`src/rtl/add_32_pkg.sv`:
```
// add_32_pkg: shared constants for the add_32 ripple-carry adder slice.
// Holds only the default operand/result width.
package add_32_pkg;

  localparam int ADD_32_WIDTH = 32;

endpackage : add_32_pkg

```
`src/rtl/add_32_cells.sv`:
```
// Leaf arithmetic cells for the add_32 ripple chain.
//   half_adder : a, b        -> sum = a ^ b, carry = a & b
//   adder      : a, b, c     -> full adder built from two half adders;
//                               carry = carry of first | carry of second
// Both are purely combinational and usable on their own.

module half_adder (
  input  logic a,
  input  logic b,
  output logic sum,
  output logic carry
);

  assign sum   = a ^ b;
  assign carry = a & b;

endmodule : half_adder

module adder (
  input  logic a,
  input  logic b,
  input  logic c,
  output logic sum,
  output logic carry
);

  logic ab_sum_s;
  logic ab_carry_s;
  logic abc_carry_s;

  // First stage adds the operands, second folds in the incoming carry.
  half_adder u_ha_ab (
    .a     (a),
    .b     (b),
    .sum   (ab_sum_s),
    .carry (ab_carry_s)
  );

  half_adder u_ha_c (
    .a     (ab_sum_s),
    .b     (c),
    .sum   (sum),
    .carry (abc_carry_s)
  );

  // The two half-adder carries can never both be 1, so OR equals the
  // textbook (x & y) | (c & (x ^ y)).
  assign carry = ab_carry_s | abc_carry_s;

endmodule : adder

```
`src/rtl/add_32.sv`:
```
// add_32: WIDTH-bit ripple-carry adder with an enabled result register.
// Ports:
//   clk     - rising-edge clock for the result register
//   rst_n   - asynchronous active-low reset (clears registered outputs only)
//   a, b    - unsigned operands
//   cin     - carry into bit 0
//   en      - capture enable for the result register
//   out     - combinational (a + b + cin) mod 2^WIDTH
//   cout    - combinational carry out of bit WIDTH-1
//   out_q   - registered copy of out
//   cout_q  - registered copy of cout
//   valid_q - high once out_q/cout_q hold a captured result
module add_32
  import add_32_pkg::*;
#(
  parameter int WIDTH = ADD_32_WIDTH
) (
  input  logic             clk,
  input  logic             rst_n,
  input  logic [WIDTH-1:0] a,
  input  logic [WIDTH-1:0] b,
  input  logic             cin,
  input  logic             en,
  output logic [WIDTH-1:0] out,
  output logic             cout,
  output logic [WIDTH-1:0] out_q,
  output logic             cout_q,
  output logic             valid_q
);

  logic [WIDTH-1:0] sum_s;

  // Ripple chain: each cell keeps its own carry nets so the chain is a
  // sequence of distinct signals rather than one self-referencing vector.
  for (genvar i = 0; i < WIDTH; i++) begin : g_bit
    logic carry_in_s;
    logic carry_out_s;

    if (i == 0) begin : g_first
      assign carry_in_s = cin;
    end else begin : g_rest
      assign carry_in_s = g_bit[i-1].carry_out_s;
    end

    adder u_cell (
      .a     (a[i]),
      .b     (b[i]),
      .c     (carry_in_s),
      .sum   (sum_s[i]),
      .carry (carry_out_s)
    );
  end

  assign out  = sum_s;
  assign cout = g_bit[WIDTH-1].carry_out_s;

  // Result register: capture on enabled edges, hold otherwise; reset drops
  // any held result without touching the combinational path.
  always_ff @(posedge clk or negedge rst_n) begin
    if (!rst_n) begin
      out_q   <= {WIDTH{1'b0}};
      cout_q  <= 1'b0;
      valid_q <= 1'b0;
    end else if (en) begin
      out_q   <= out;
      cout_q  <= cout;
      valid_q <= 1'b1;
    end else begin
      out_q   <= out_q;
      cout_q  <= cout_q;
      valid_q <= valid_q;
    end
  end

endmodule : add_32

```
`config.mk`:
```
export PLATFORM = sky130hd
export DESIGN_NAME = add_32
export DESIGN_NICKNAME = d
export VERILOG_FILES = /design/src/rtl/add_32_pkg.sv /design/src/rtl/add_32_cells.sv /design/src/rtl/add_32.sv
export SDC_FILE = /design/constraint.sdc
export NUM_CORES = 1
export LEC_CHECK = 0
export ABC_AREA = 1
export ABC_CLOCK_PERIOD_IN_PS = 27300
export BUFFER_PORTS_ARGS = -buffer_cell sky130_fd_sc_hd__buf_2
export CORE_MARGIN = 3
export CORE_UTILIZATION = 45
export CTS_CLUSTER_DIAMETER = 150
export DETAILED_ROUTE_END_ITERATION = 6
export HOLD_SLACK_MARGIN = 0.15
export PLACE_DENSITY = 0.79
export SYNTH_ARGS = -nofsm -noshare
export SYNTH_HDL_FRONTEND = slang
export SYNTH_SLANG_ARGS = --single-unit
```
`constraint.sdc`:
```
create_clock -name clk -period 27.3 [get_ports clk]
set_clock_uncertainty 0.2 [all_clocks]
set_input_delay 2.73 -clock clk [delete_from_list [all_inputs] [get_ports clk]]
set_output_delay 2.73 -clock clk [all_outputs]
set_load 0.1 [all_outputs]
```
Yosys cells after proc, flatten, opt, wreduce, memory -nomap -nowiden
Cells that the tools add are included.
{"block": "totals", "out_inout_bits": 67, "regBits": 34}
{"block": "classes", "n_bitwise": 160}
{"cell": "1-bit AND", "n": 64}
{"cell": "1-bit bitwise XOR", "n": 64}
{"cell": "1-bit bitwise OR", "n": 32}

Logic depth before layout (Yosys ltp)
Gate-level depths: netlist of run 1.
{"block": "depth", "depth_word": 65, "ltp_mapped": 38, "mapped_depth_nobuf": 38}

Hierarchy
A second synthesis of run 1 with hierarchy kept.
{"block": "unflattened", "hier_cells": 302, "area_unflattened_um2": 2497.4}
{"module": "add_32", "instances": 1, "area_each_um2": 1336.3, "cells_each": 142, "seq_area_each_um2": 850.8}
{"module": "half_adder", "instances": 64, "area_each_um2": 12.5, "cells_each": 1, "seq_area_each_um2": 0.0}
{"module": "adder", "instances": 32, "area_each_um2": 11.3, "cells_each": 3, "seq_area_each_um2": 0.0}

Worst setup path after synthesis of run 1
Ideal clock, no wire load.
{"block": "synth_timing", "path_type": "input to output", "startpoint": "input port a[0]", "endpoint": "output port out[31]", "t_arrival_ps": 15157, "required_time_ps": 24370, "n_path_buf": 1, "slack_ps": 9213, "stages": 37, "path_cell_list": "inv_1 fa_1 inv_1 fa_1 fa_1 fa_1 fa_1 fa_1 fa_1 fa_1 fa_1 fa_1 fa_1 fa_1 fa_1 fa_1 fa_1 fa_1 fa_1 fa_1 fa_1 fa_1 fa_1 fa_1 fa_1 fa_1 fa_1 fa_1 fa_1 fa_1 fa_1 fa_1 fa_1 inv_1 fa_1 inv_1 buf_4"}
{"block": "synth_via", "elab_chain_len": 64, "word_cells_on_any_way": 65, "cone_classes": "bitwise (65)"}
{"element": "from (decl)", "line": "add_32.sv:20", "text": "input logic [WIDTH-1:0] a,"}
{"element": "1-bit bitwise XOR", "line": "add_32_cells.sv:14", "text": "assign sum = a ^ b;"}
{"element": "1-bit AND", "line": "add_32_cells.sv:15", "text": "assign carry = a & b;"}
{"element": "1-bit bitwise OR *", "line": "add_32_cells.sv:48", "text": "assign carry = ab_carry_s | abc_carry_s;"}
{"element": "1-bit AND *", "line": "add_32_cells.sv:15"}
{"element": "1-bit bitwise OR *", "line": "add_32_cells.sv:48"}
{"element": "1-bit AND *", "line": "add_32_cells.sv:15"}
{"element": "1-bit bitwise OR *", "line": "add_32_cells.sv:48"}
{"element": "1-bit AND *", "line": "add_32_cells.sv:15"}
{"element": "(+48 left out)"}
{"element": "1-bit bitwise OR *", "line": "add_32_cells.sv:48"}
{"element": "1-bit AND *", "line": "add_32_cells.sv:15"}
{"element": "1-bit bitwise OR *", "line": "add_32_cells.sv:48"}
{"element": "1-bit AND *", "line": "add_32_cells.sv:15"}
{"element": "1-bit bitwise OR *", "line": "add_32_cells.sv:48"}
{"element": "1-bit AND *", "line": "add_32_cells.sv:15"}
{"element": "1-bit bitwise OR *", "line": "add_32_cells.sv:48"}
{"element": "1-bit bitwise XOR *", "line": "add_32_cells.sv:14"}
{"element": "to (decl)", "line": "add_32.sv:24", "text": "output logic [WIDTH-1:0] out,"}
Mark *: on every way between the ends. The rest lies on a longest branch, timed or not.

Worst setup path in the final report of run 1
Same ends and word-level chain as after synthesis.

==> flow_metrics.env, run 1 <==
export IMPL_status="completed"
export IMPL_mostFrequentLayoutCell="sky130_fd_sc_hd__buf_2"
export IMPL_timing_hold_worst_start="out_q[19]$_DFFE_PN0P_"
export IMPL_placement_setup_worst_slack_ns=8.370
export IMPL_initialDrtViolationCount=58
export IMPL_grt_first_pass_wirelength_um=8273
export IMPL_syn_num_nets=316
export IMPL_grtUsageTotal=0.1782
export IMPL_grt_pass1_vias=1783
export IMPL_clock_edge_transition_at_the_registers_on_the_reported_setup_and_hold_paths_ns=0.06
export IMPL_vias=1681
export IMPL_totalNegativeSetupSlack_ns=0
export IMPL_met3WireLength_um=430
export IMPL_critical_path_startpoint="a[0]"
export IMPL_dieArea_sq_mm=0.005896
export IMPL_ctsHoldBuffers=0
export IMPL_numCtsBuffers=5
export IMPL_fin_nets=418
export IMPL_area_of_the_multi_input_gates_sq_mm=0.001044
export IMPL_route_top_layer_used="met4"
export IMPL_route_detailed_drc=0
export IMPL_post_route_period_util=0.6904
export IMPL_yosysSeqAreaShare=0.3774
export IMPL_wl_per_cell_um=12.59
export IMPL_synth_cell_type_count=10
export IMPL_cts_max_level=2
export IMPL_grt_setup_unrepaired="no"
export IMPL_crit_path_frequent_cell="sky130_fd_sc_hd__fa_1"
export IMPL_detailroute_wirelength_met2_um=2472
export IMPL_globalplace_congestion=0.7906
export IMPL_ys_seq_elements=34
export IMPL_relSlewSlack=0.5067
export IMPL_first_pass_detailed_route_iteration_total=4
export IMPL_setup_viol_count_final=0
export IMPL_post_synth_top_area_cell="sky130_fd_sc_hd__dfrtp_1"
export IMPL_m1WireLength_um=1858
export IMPL_ios=135
export IMPL_cell_types_with_the_largest_area_share_after_synthesis="sky130_fd_sc_hd__dfrtp_1, sky130_fd_sc_hd__fa_1, sky130_fd_sc_hd__nand2_1"
export IMPL_clock_sink_count=34
export IMPL_regToRegStartpoint="valid_q$_DFFE_PN0P_"
export IMPL_avg_inst_size_synth_sq_um=10.44
export IMPL_post_synth_top_area_share=0.3774
export IMPL_critical_path_arrival_ns=15.92
export IMPL_critical_path_startpoint_type="input pin"
export IMPL_critical_path_slowest_cell="sky130_fd_sc_hd__fa_1"
export IMPL_p_leak_nw=1.571
export IMPL_cts_max_path_buffers=2
export IMPL_grt_antenna_before_repair=0
export IMPL_antenna_violating_nets_left=0
export IMPL_crit_required_ns=24.37
export IMPL_final_min_clock_period_ns=18.85
export IMPL_tritoncts="done"
export IMPL_postLayoutSetupSlackWorst_ns=8.452
export IMPL_critical_path_max_fanout=2
export IMPL_synth_warnings=0
export IMPL_final_max_slew_viol_count=0
export IMPL_ff2ff_setup_slack_ns=26.34
export IMPL_port_buffers=134
export IMPL_synth_to_final_area_change_pct=23.03
export IMPL_seq_area_sq_um=850.8
export IMPL_drive_above_1_share=0.4748
export IMPL_end_kind="primary output"
export IMPL_cts_repair_resize_count=0
export IMPL_grt_max_degree=36
export IMPL_report_final_hold_viol_count=0
export IMPL_antenna_diode_count=0
export IMPL_globalRoute_totalOverflow=0
export IMPL_commonest_cells_after_routing_fill_and_taps_aside="sky130_fd_sc_hd__buf_2, sky130_fd_sc_hd__nand2_1, sky130_fd_sc_hd__dfrtp_1, sky130_fd_sc_hd__fa_1"
export IMPL_hold_slack_ns=0.2636
export IMPL_die_width_um=76.79
export IMPL_clock_tree_root_cell="sky130_fd_sc_hd__clkbuf_8"
export IMPL_timing_critical_path_slowest_cell_delay_ns=0.45
export IMPL_route_detailed_vias_per_inst=4.366
export IMPL_pwr_density_cell_mw_per_mm2=105.1
export IMPL_buffers_inserted_during_post_cts_setup_optimization=0
export IMPL_postRouteWirelength_um=4848
export IMPL_worstSkewPairLatency_ns=0.27
export IMPL_syn_cell_area_sq_mm=0.002255
export IMPL_rows=25
export IMPL_hp_class="register to register"
export IMPL_timing_max_cap_violations=0
export IMPL_floorplan_core_area_sq_mm=0.004786
export IMPL_post_synthesis_cell_count=216
export IMPL_nFillCells=452
export IMPL_timing_worst_setup_path_type="input pin to primary output"
export IMPL_initial_core_util=0.4711
export IMPL_dp_final_hpwl_um=4008
export IMPL_clock_fmax_ghz=0.05306
export IMPL_worst_slew_pin_slew_ns=0.7399
export IMPL_die_h_um=76.79
export IMPL_peakVddDrop_mv=0.05203
==> kinds of logic (layout without fill, tap and decap cells) <==
kind of cell / count (synthesis) / count (layout) / synth area share
flip-flops: 34 / 34 / 0.3774
buffers and inverters: 50 / 152 / 0.1598
adder cells (fa/ha/maj): 32 / 32 / 0.2841
AND/OR/NAND/NOR: 100 / 100 / 0.1787
==> routing by layer <==
| layer | GRT usage | vias up |
|---|---|---|
| met2 | 0.2988 | 86 |
| met4 | 0.06522 | 0 |
| li1 | - | 804 |
| met3 | 0.05751 | 9 |
| met5 | 0 | - |
| met1 | 0.2144 | 782 |
==> per-stage QoR <==
step | area (sq um) | util | std cells | power [mW]
2_1_floorplan | 2255 | - | 216 | 0.2416
3_3_place_gp | 2698 | 0.5637 | 378 | 0.2576
3_5_place_dp | 2698 | 0.5637 | 378 | 0.2600
4_1_cts | 2774 | 0.5796 | 385 | 0.2946
5_1_grt | 2774 | 0.5796 | 385 | 0.3043
6_report | 2774 | 0.5796 | 385 | 0.2915
==> power by group <==
| part | total (mW) | switching (mW) | internal, mW | leakage [nW] |
|---|---|---|---|---|
| sequential | 0.0642 | 0.00478 | 0.0594 | 0.411 |
| clock | 0.0338 | 0.0162 | 0.0175 | 0.0383 |
| combinational | 0.194 | 0.166 | 0.0272 | 1.12 |
| total | 0.292 | 0.187 | 0.104 | 1.57 |
==> final timing paths <==
kind | to | cells past startpoint
worst max-delay path | out[31] | 38
worst min-delay path | out_q[19]$_DFFE_PN0P_ | 2
worst max register to register | valid_q$_DFFE_PN0P_ | 1
worst min register to register | out_q[19]$_DFFE_PN0P_ | 2
max in group asynchronous | out_q[21]$_DFFE_PN0P_ | 1
min in group asynchronous | out_q[10]$_DFFE_PN0P_ | 1
==> final cells by class <==
type	instances	share of cell area
flip-flops and latches	34	0.3067
well taps	67	0.03022
clock buffers	7	0.02751
inverters	11	0.01759
multi-input cells	132	0.3762
repair buffers	134	0.2418
==> flip-flops by register name, indices dropped and copies added (netlist names) <==
| name | flops |
|---|---|
| cout_q | 1 |
| out_q | 32 |
| valid_q | 1 |
==> critical path: cells and delay by family <==
kind,cells,cell delay [ns]
adder cells (fa/ha/maj),32,12.40
buffers and inverters,6,0.78
==> Yosys cell counts <==
| master | count |
|---|---|
| sky130_fd_sc_hd__buf_4 | 35 |
| sky130_fd_sc_hd__buf_6 | 3 |
| sky130_fd_sc_hd__buf_8 | 1 |
| sky130_fd_sc_hd__dfrtp_1 | 34 |
| sky130_fd_sc_hd__fa_1 | 32 |
| sky130_fd_sc_hd__inv_1 | 10 |
| sky130_fd_sc_hd__inv_8 | 1 |
| sky130_fd_sc_hd__nand2_1 | 89 |
| sky130_fd_sc_hd__nand2_2 | 10 |
| sky130_fd_sc_hd__or2_2 | 1 |
No activity file was read; power rests on OpenSTA's default activity.
==> inputs of run 2 (changes only) <==
--- a/config.mk
+++ b/config.mk
@@ -6,14 +6,14 @@
 export NUM_CORES = 1
 export LEC_CHECK = 0
 export ABC_AREA = 1
-export ABC_CLOCK_PERIOD_IN_PS = 27300
+export ABC_CLOCK_PERIOD_IN_PS = 18000
 export BUFFER_PORTS_ARGS = -buffer_cell sky130_fd_sc_hd__buf_2
 export CORE_MARGIN = 3
-export CORE_UTILIZATION = 45
+export CORE_UTILIZATION = 44
 export CTS_CLUSTER_DIAMETER = 150
 export DETAILED_ROUTE_END_ITERATION = 6
 export HOLD_SLACK_MARGIN = 0.15
-export PLACE_DENSITY = 0.79
+export PLACE_DENSITY = 0.77
 export SYNTH_ARGS = -nofsm -noshare
 export SYNTH_HDL_FRONTEND = slang
 export SYNTH_SLANG_ARGS = --single-unit
==> constraint.sdc (replaced) <==
create_clock -name clk -period 18 [get_ports clk]
set_clock_uncertainty 0.2 [all_clocks]
set_input_delay 1.8 -clock clk [delete_from_list [all_inputs] [get_ports clk]]
set_output_delay 1.8 -clock clk [all_outputs]
set_load 0.1 [all_outputs]
==> run 2 against run 1 <==
Count of clock-buffer cells in the layout is the same. Setup slack lost 7.5 ns. Worst hold slack gained 0.0019 ns. Clock power grew 70%. Critical path depth is the same. Non-clock buffer count is the same. Global-route usage grew 0.46 points. Power grew 54%. Via count grew 1.4%. Final cell count grew 0.26%. Final area grew 0.54%. Critical endpoint unchanged. Highest routed layer unchanged.
==> flow_metrics.env, run 2 (same netlist as run 1, synthesis figures left out) <==
export IMPL_final_max_slew_viol_count=0
export IMPL_vias=1704
export IMPL_clock_edge_transition_at_the_registers_on_the_reported_setup_and_hold_paths_ns=0.06
export IMPL_mostFrequentLayoutCell="sky130_fd_sc_hd__buf_2"
export IMPL_die_h_um=77.59
export IMPL_critical_path_slowest_cell="sky130_fd_sc_hd__fa_1"
export IMPL_setup_viol_count_final=0
export IMPL_port_buffers=134
export IMPL_p_leak_nw=1.581
export IMPL_synth_to_final_area_change_pct=23.70
export IMPL_initialDrtViolationCount=59
export IMPL_crit_path_frequent_cell="sky130_fd_sc_hd__fa_1"
export IMPL_clock_tree_root_cell="sky130_fd_sc_hd__clkbuf_8"
export IMPL_floorplan_core_area_sq_mm=0.004848
export IMPL_cts_max_path_buffers=2
export IMPL_totalNegativeSetupSlack_ns=0
export IMPL_wl_per_cell_um=13.18
export IMPL_largest_reg_flops=32
export IMPL_first_pass_detailed_route_iteration_total=4
export IMPL_worstSkewPairLatency_ns=0.27
export IMPL_peakVddDrop_mv=0.07502
export IMPL_layout_cells_non_filler=386
export IMPL_utilization=0.5752
export IMPL_cts_repair_resize_count=0
export IMPL_critical_path_arrival_ns=15.05
export IMPL_placement_setup_worst_slack_ns=0.8436
export IMPL_globalplace_congestion=0.7640
export IMPL_critical_path_max_fanout=2
export IMPL_final_min_clock_period_ns=17.05
export IMPL_postRouteWirelength_um=5087
export IMPL_buffers_inserted_during_post_cts_setup_optimization=0
export IMPL_worst_slew_pin_slew_ns=0.7730
export IMPL_grt_max_degree=36
export IMPL_grt_first_pass_wirelength_um=8631
export IMPL_commonest_cells_after_routing_fill_and_taps_aside="sky130_fd_sc_hd__buf_2, sky130_fd_sc_hd__nand2_1, sky130_fd_sc_hd__dfrtp_1, sky130_fd_sc_hd__fa_1"
export IMPL_end_kind="primary output"
export IMPL_tritoncts="done"
export IMPL_rows=25
export IMPL_critical_path_startpoint_type="input pin"
export IMPL_route_detailed_drc=0
export IMPL_regMostFlops="out_q"
export IMPL_antenna_diode_count=0
export IMPL_dp_final_hpwl_um=4149
export IMPL_status="completed"
export IMPL_nFillCells=424
export IMPL_timing_max_cap_violations=0
export IMPL_grt_antenna_before_repair=0
export IMPL_globalRoute_totalOverflow=0
export IMPL_grtUsageTotal=0.1828
export IMPL_timing_critical_path_slowest_cell_delay_ns=0.43
export IMPL_cts_max_level=2
export IMPL_timing_worst_setup_path_type="input pin to primary output"
export IMPL_post_route_period_util=0.9475
export IMPL_dieArea_sq_mm=0.006019
export IMPL_postLayoutSetupSlackWorst_ns=0.9458
export IMPL_clock_sink_count=34
export IMPL_numCtsBuffers=5
export IMPL_drive_above_1_share=0.4796
export IMPL_die_width_um=77.59
export IMPL_crit_required_ns=16.00
export IMPL_top_regs="out_q (32), cout_q (1), valid_q (1)"
export IMPL_grt_pass1_vias=1843
export IMPL_relSlewSlack=0.4847
export IMPL_initial_core_util=0.4650
export IMPL_pwr_density_cell_mw_per_mm2=161.0
export IMPL_grt_setup_unrepaired="no"
export IMPL_hp_class="register to register"
export IMPL_route_detailed_vias_per_inst=4.415
export IMPL_ios=135
export IMPL_placed_cells=378
export IMPL_report_final_hold_viol_count=0
export IMPL_clock_fmax_ghz=0.05864
export IMPL_ctsHoldBuffers=0
export IMPL_antenna_violating_nets_left=0
export IMPL_fin_nets=418
[run 2: final cells by class]
type                            count  area [sq um]  area share
Clock buffer                        7         86.33     0.03096
Clock inverter                      1         5.005    0.001795
Inverter                           11         48.80     0.01750
Multi-Input combinational cell    132          1044      0.3742
Sequential cell                    34         850.8      0.3051
Tap cell                           67         83.83     0.03006
Timing Repair Buffer              134         670.6      0.2405
[run 2: critical path, delay by kind of cell]
| family | cells | cell delay (ns) |
|---|---|---|
| adder cells (fa/ha/maj) | 32 | 12.42 |
| buffers and inverters | 6 | 0.79 |
[run 2: report_power, final]
part	switching, mW	total (mW)	internal [mW]
sequential	0.00768	0.0977	0.0900
combinational	0.252	0.294	0.0415
clock	0.0265	0.0573	0.0308
total	0.287	0.449	0.162
[run 2: per-stage QoR]
step / hold WS [ns] / power, mW / cell area (sq um)
floorplan: 0.7737 / 0.3664 / 2255
global placement: 0.2515 / 0.3912 / 2698
detailed placement: 0.2546 / 0.3951 / 2698
CTS: 0.2715 / 0.4537 / 2789
global route: 0.2880 / 0.4685 / 2789
finish: 0.2654 / 0.4489 / 2789
[run 2: worst paths after layout]
path	slack, ns	to	cells after the start	startpoint
setup / recovery	0.95	out[31]	38	b[0]
setup reg to reg	17.03	valid_q$_DFFE_PN0P_	1	valid_q$_DFFE_PN0P_
min in group asynchronous	1.39	out_q[11]$_DFFE_PN0P_	1	rst_n
hold reg to reg	0.27	out_q[9]$_DFFE_PN0P_	2	out_q[9]$_DFFE_PN0P_
hold / removal	0.27	out_q[9]$_DFFE_PN0P_	2	out_q[9]$_DFFE_PN0P_
max in group asynchronous	15.71	out_q[0]$_DFFE_PN0P_	1	rst_n
[run 2: layer usage]
| metal | wire (um) | global-route usage | vias to the layer above |
|---|---|---|---|
| met5 | 0 | 0 | - |
| met4 | 97 | 0.06228 | 0 |
| met3 | 456 | 0.06032 | 10 |
| met2 | 2626 | 0.3116 | 90 |
| met1 | 1907 | 0.2159 | 798 |
| li1 | - | - | 806 |
==> inputs of run 3 (changes only) <==
--- a/config.mk
+++ b/config.mk
@@ -8,7 +8,7 @@
 export ABC_AREA = 1
 export ABC_CLOCK_PERIOD_IN_PS = 18000
 export BUFFER_PORTS_ARGS = -buffer_cell sky130_fd_sc_hd__buf_2
-export CORE_MARGIN = 3
+export CORE_MARGIN = 4
 export CORE_UTILIZATION = 44
 export CTS_CLUSTER_DIAMETER = 150
 export DETAILED_ROUTE_END_ITERATION = 6
==> run 3 against run 2 <==
Register-to-register slack is essentially flat. Sequential cell count is the same. Clock power is essentially flat. Largest cell class unchanged. Highest routed layer unchanged.
==> flow_metrics.env, run 3 (same netlist as run 1, synthesis figures left out) <==
export IMPL_cp_endpoint="out[31]"
export IMPL_placed_cells=378
export IMPL_critical_path_arrival_ns=15.06
export IMPL_final_min_clock_period_ns=17.06
export IMPL_final_max_slew_viol_count=0
export IMPL_clock_fmax_ghz=0.05861
export IMPL_initialDrtViolationCount=71
export IMPL_p_int_uw=162.5
export IMPL_regMostFlops="out_q"
export IMPL_cell_type_group_with_the_largest_total_delay_on_the_critical_path="adder cells"
export IMPL_route_detailed_vias_per_inst=4.363
export IMPL_pwr_density_cell_mw_per_mm2=161.1
export IMPL_ios=135
export IMPL_end_kind="primary output"
export IMPL_combPwrFrac=0.656
export IMPL_largest_reg_flops=32
export IMPL_report_final_hold_viol_count=0
export IMPL_hp_class="register to register"
export IMPL_setup_viol_count_final=0
export IMPL_commonest_cells_after_routing_fill_and_taps_aside="sky130_fd_sc_hd__buf_2, sky130_fd_sc_hd__nand2_1, sky130_fd_sc_hd__dfrtp_1, sky130_fd_sc_hd__fa_1"
export IMPL_status="completed"
export IMPL_vias=1684
export IMPL_ctsHoldBuffers=0
export IMPL_path_depth=38
export IMPL_totalNegativeSetupSlack_ns=0
export IMPL_grt_pass1_vias=1849
export IMPL_mostFrequentLayoutCell="sky130_fd_sc_hd__buf_2"
export IMPL_top_regs="out_q (32), cout_q (1), valid_q (1)"
export IMPL_crit_path_frequent_cell="sky130_fd_sc_hd__fa_1"
export IMPL_dieArea_sq_mm=0.006334
export IMPL_terminus_of_the_critical_flop_to_flop_path="valid_q$_DFFE_PN0P_"
export IMPL_postRouteWirelength_um=5197
export IMPL_worstSkewPairLatency_ns=0.27
export IMPL_clockPowerShare=0.127
export IMPL_relSlewSlack=0.4877
export IMPL_seq_power_share=0.217
export IMPL_cts_repair_resize_count=0
export IMPL_critical_path_startpoint_type="input pin"
export IMPL_drive_above_1_share=0.4796
export IMPL_cts_max_level=2
export IMPL_whs_path_depth=2
export IMPL_port_buffers=134
export IMPL_post_route_period_util=0.9478
export IMPL_globalRoute_totalOverflow=0
export IMPL_tritoncts="done"
export IMPL_m1WireLength_um=2031
export IMPL_clock_sink_count=34
export IMPL_buffers_inserted_during_post_cts_setup_optimization=0
export IMPL_layout_cells_non_filler=386
export IMPL_numCtsBuffers=5
export IMPL_die_h_um=79.59
export IMPL_met3WireLength_um=482
export IMPL_critical_path_startpoint="b[0]"
export IMPL_route_top_layer_used="met4"
export IMPL_first_pass_detailed_route_iteration_total=4
export IMPL_detailroute_wirelength_met2_um=2606
export IMPL_grt_max_degree=36
export IMPL_grt_first_pass_wirelength_um=8659
export IMPL_floorplan_core_area_sq_mm=0.004848
export IMPL_clock_edge_transition_at_the_registers_on_the_reported_setup_and_hold_paths_ns=0.06
export IMPL_r2r_cells=1
export IMPL_grtUsageTotal=0.1788
export IMPL_dp_final_hpwl_um=4276
export IMPL_wl_per_cell_um=13.46
export IMPL_ff2ff_setup_slack_ns=17.03
export IMPL_timing_critical_path_slowest_cell_delay_ns=0.43
export IMPL_peakVddDrop_mv=0.07674
export IMPL_grt_setup_unrepaired="no"
export IMPL_switching_share=0.6383
export IMPL_synth_to_final_area_change_pct=23.70
export IMPL_clock_tree_root_cell="sky130_fd_sc_hd__clkbuf_8"
export IMPL_timing_worst_setup_path_type="input pin to primary output"
export IMPL_worst_slew_pin_slew_ns=0.7685
export IMPL_crit_required_ns=16.00
export IMPL_antenna_diode_count=0
export IMPL_cts_max_path_buffers=2
export IMPL_antenna_violating_nets_left=0
export IMPL_die_width_um=79.59
export IMPL_route_detailed_drc=0
export IMPL_timing_max_cap_violations=0
export IMPL_regToRegStartpoint="valid_q$_DFFE_PN0P_"
export IMPL_initial_core_util=0.4650
export IMPL_critical_path_buf_inv_count=6
export IMPL_critical_path_max_fanout=2
export IMPL_grt_antenna_before_repair=0
export IMPL_critical_path_slowest_cell="sky130_fd_sc_hd__fa_1"
export IMPL_rows=25
export IMPL_globalplace_congestion=0.7365
export IMPL_switching_power_uw=286.8
export IMPL_fin_nets=418
export IMPL_p_leak_nw=1.581
-- run 3: worst min-delay path by stage --
stage | start | end | slack (ns)
after floorplan | out_q[0]$_DFFE_PN0P_ | out_q[0]$_DFFE_PN0P_ | 0.77
after global placement | out_q[4]$_DFFE_PN0P_ | out_q[4]$_DFFE_PN0P_ | 0.25
after detailed placement | cout_q$_DFFE_PN0P_ | cout_q$_DFFE_PN0P_ | 0.25
after CTS | cout_q$_DFFE_PN0P_ | cout_q$_DFFE_PN0P_ | 0.27
after global routing | cout_q$_DFFE_PN0P_ | cout_q$_DFFE_PN0P_ | 0.29
final | out_q[2]$_DFFE_PN0P_ | out_q[2]$_DFFE_PN0P_ | 0.27
-- run 3: area by class of cell --
type / count / area, sq um
clock buffers: 7 / 86.33
repair buffers: 134 / 670.6
fillers: 445 / 2059
inverters: 11 / 48.80
clock inverters: 1 / 5.005
well taps: 67 / 83.83
multi-input cells: 132 / 1044
flip-flops and latches: 34 / 850.8
-- run 3: power by group through the flow --
stage          logic [mW]  clock network [mW]  registers (mW)
3_5_place_dp        0.297                   0          0.0988
2_1_floorplan       0.167                   0           0.199
4_1_cts             0.297              0.0591          0.0977
6_report            0.295              0.0572          0.0976
3_3_place_gp        0.294                   0          0.0986
5_1_grt             0.307              0.0628          0.0995
-- run 3: per-layer routing --
metal,up-vias,track usage
met5,-,0
met3,9,0.04740
met2,83,0.3063
met1,784,0.2193
met4,0,0.05670
li1,808,-
-- run 3: stage by stage --
stage               hold slack, ns  worst slack [ns]    util  power (mW)  cell area (sq um)
detailed placement          0.2532            0.8584  0.5564      0.3956               2698
global placement            0.2484             1.194  0.5564      0.3921               2698
floorplan                   0.7737             1.773       -      0.3664               2255
CTS                         0.2692            0.8611  0.5752      0.4538               2789
finish                      0.2673            0.9390  0.5752      0.4494               2789
global route                0.2863            0.5721  0.5752      0.4692               2789
-- run 3: worst min-delay path: cells and delay by family, from the launching register on --
kind             cells  cell delay, ns
DFF                  1            0.34
and+or+nand+nor      2            0.10
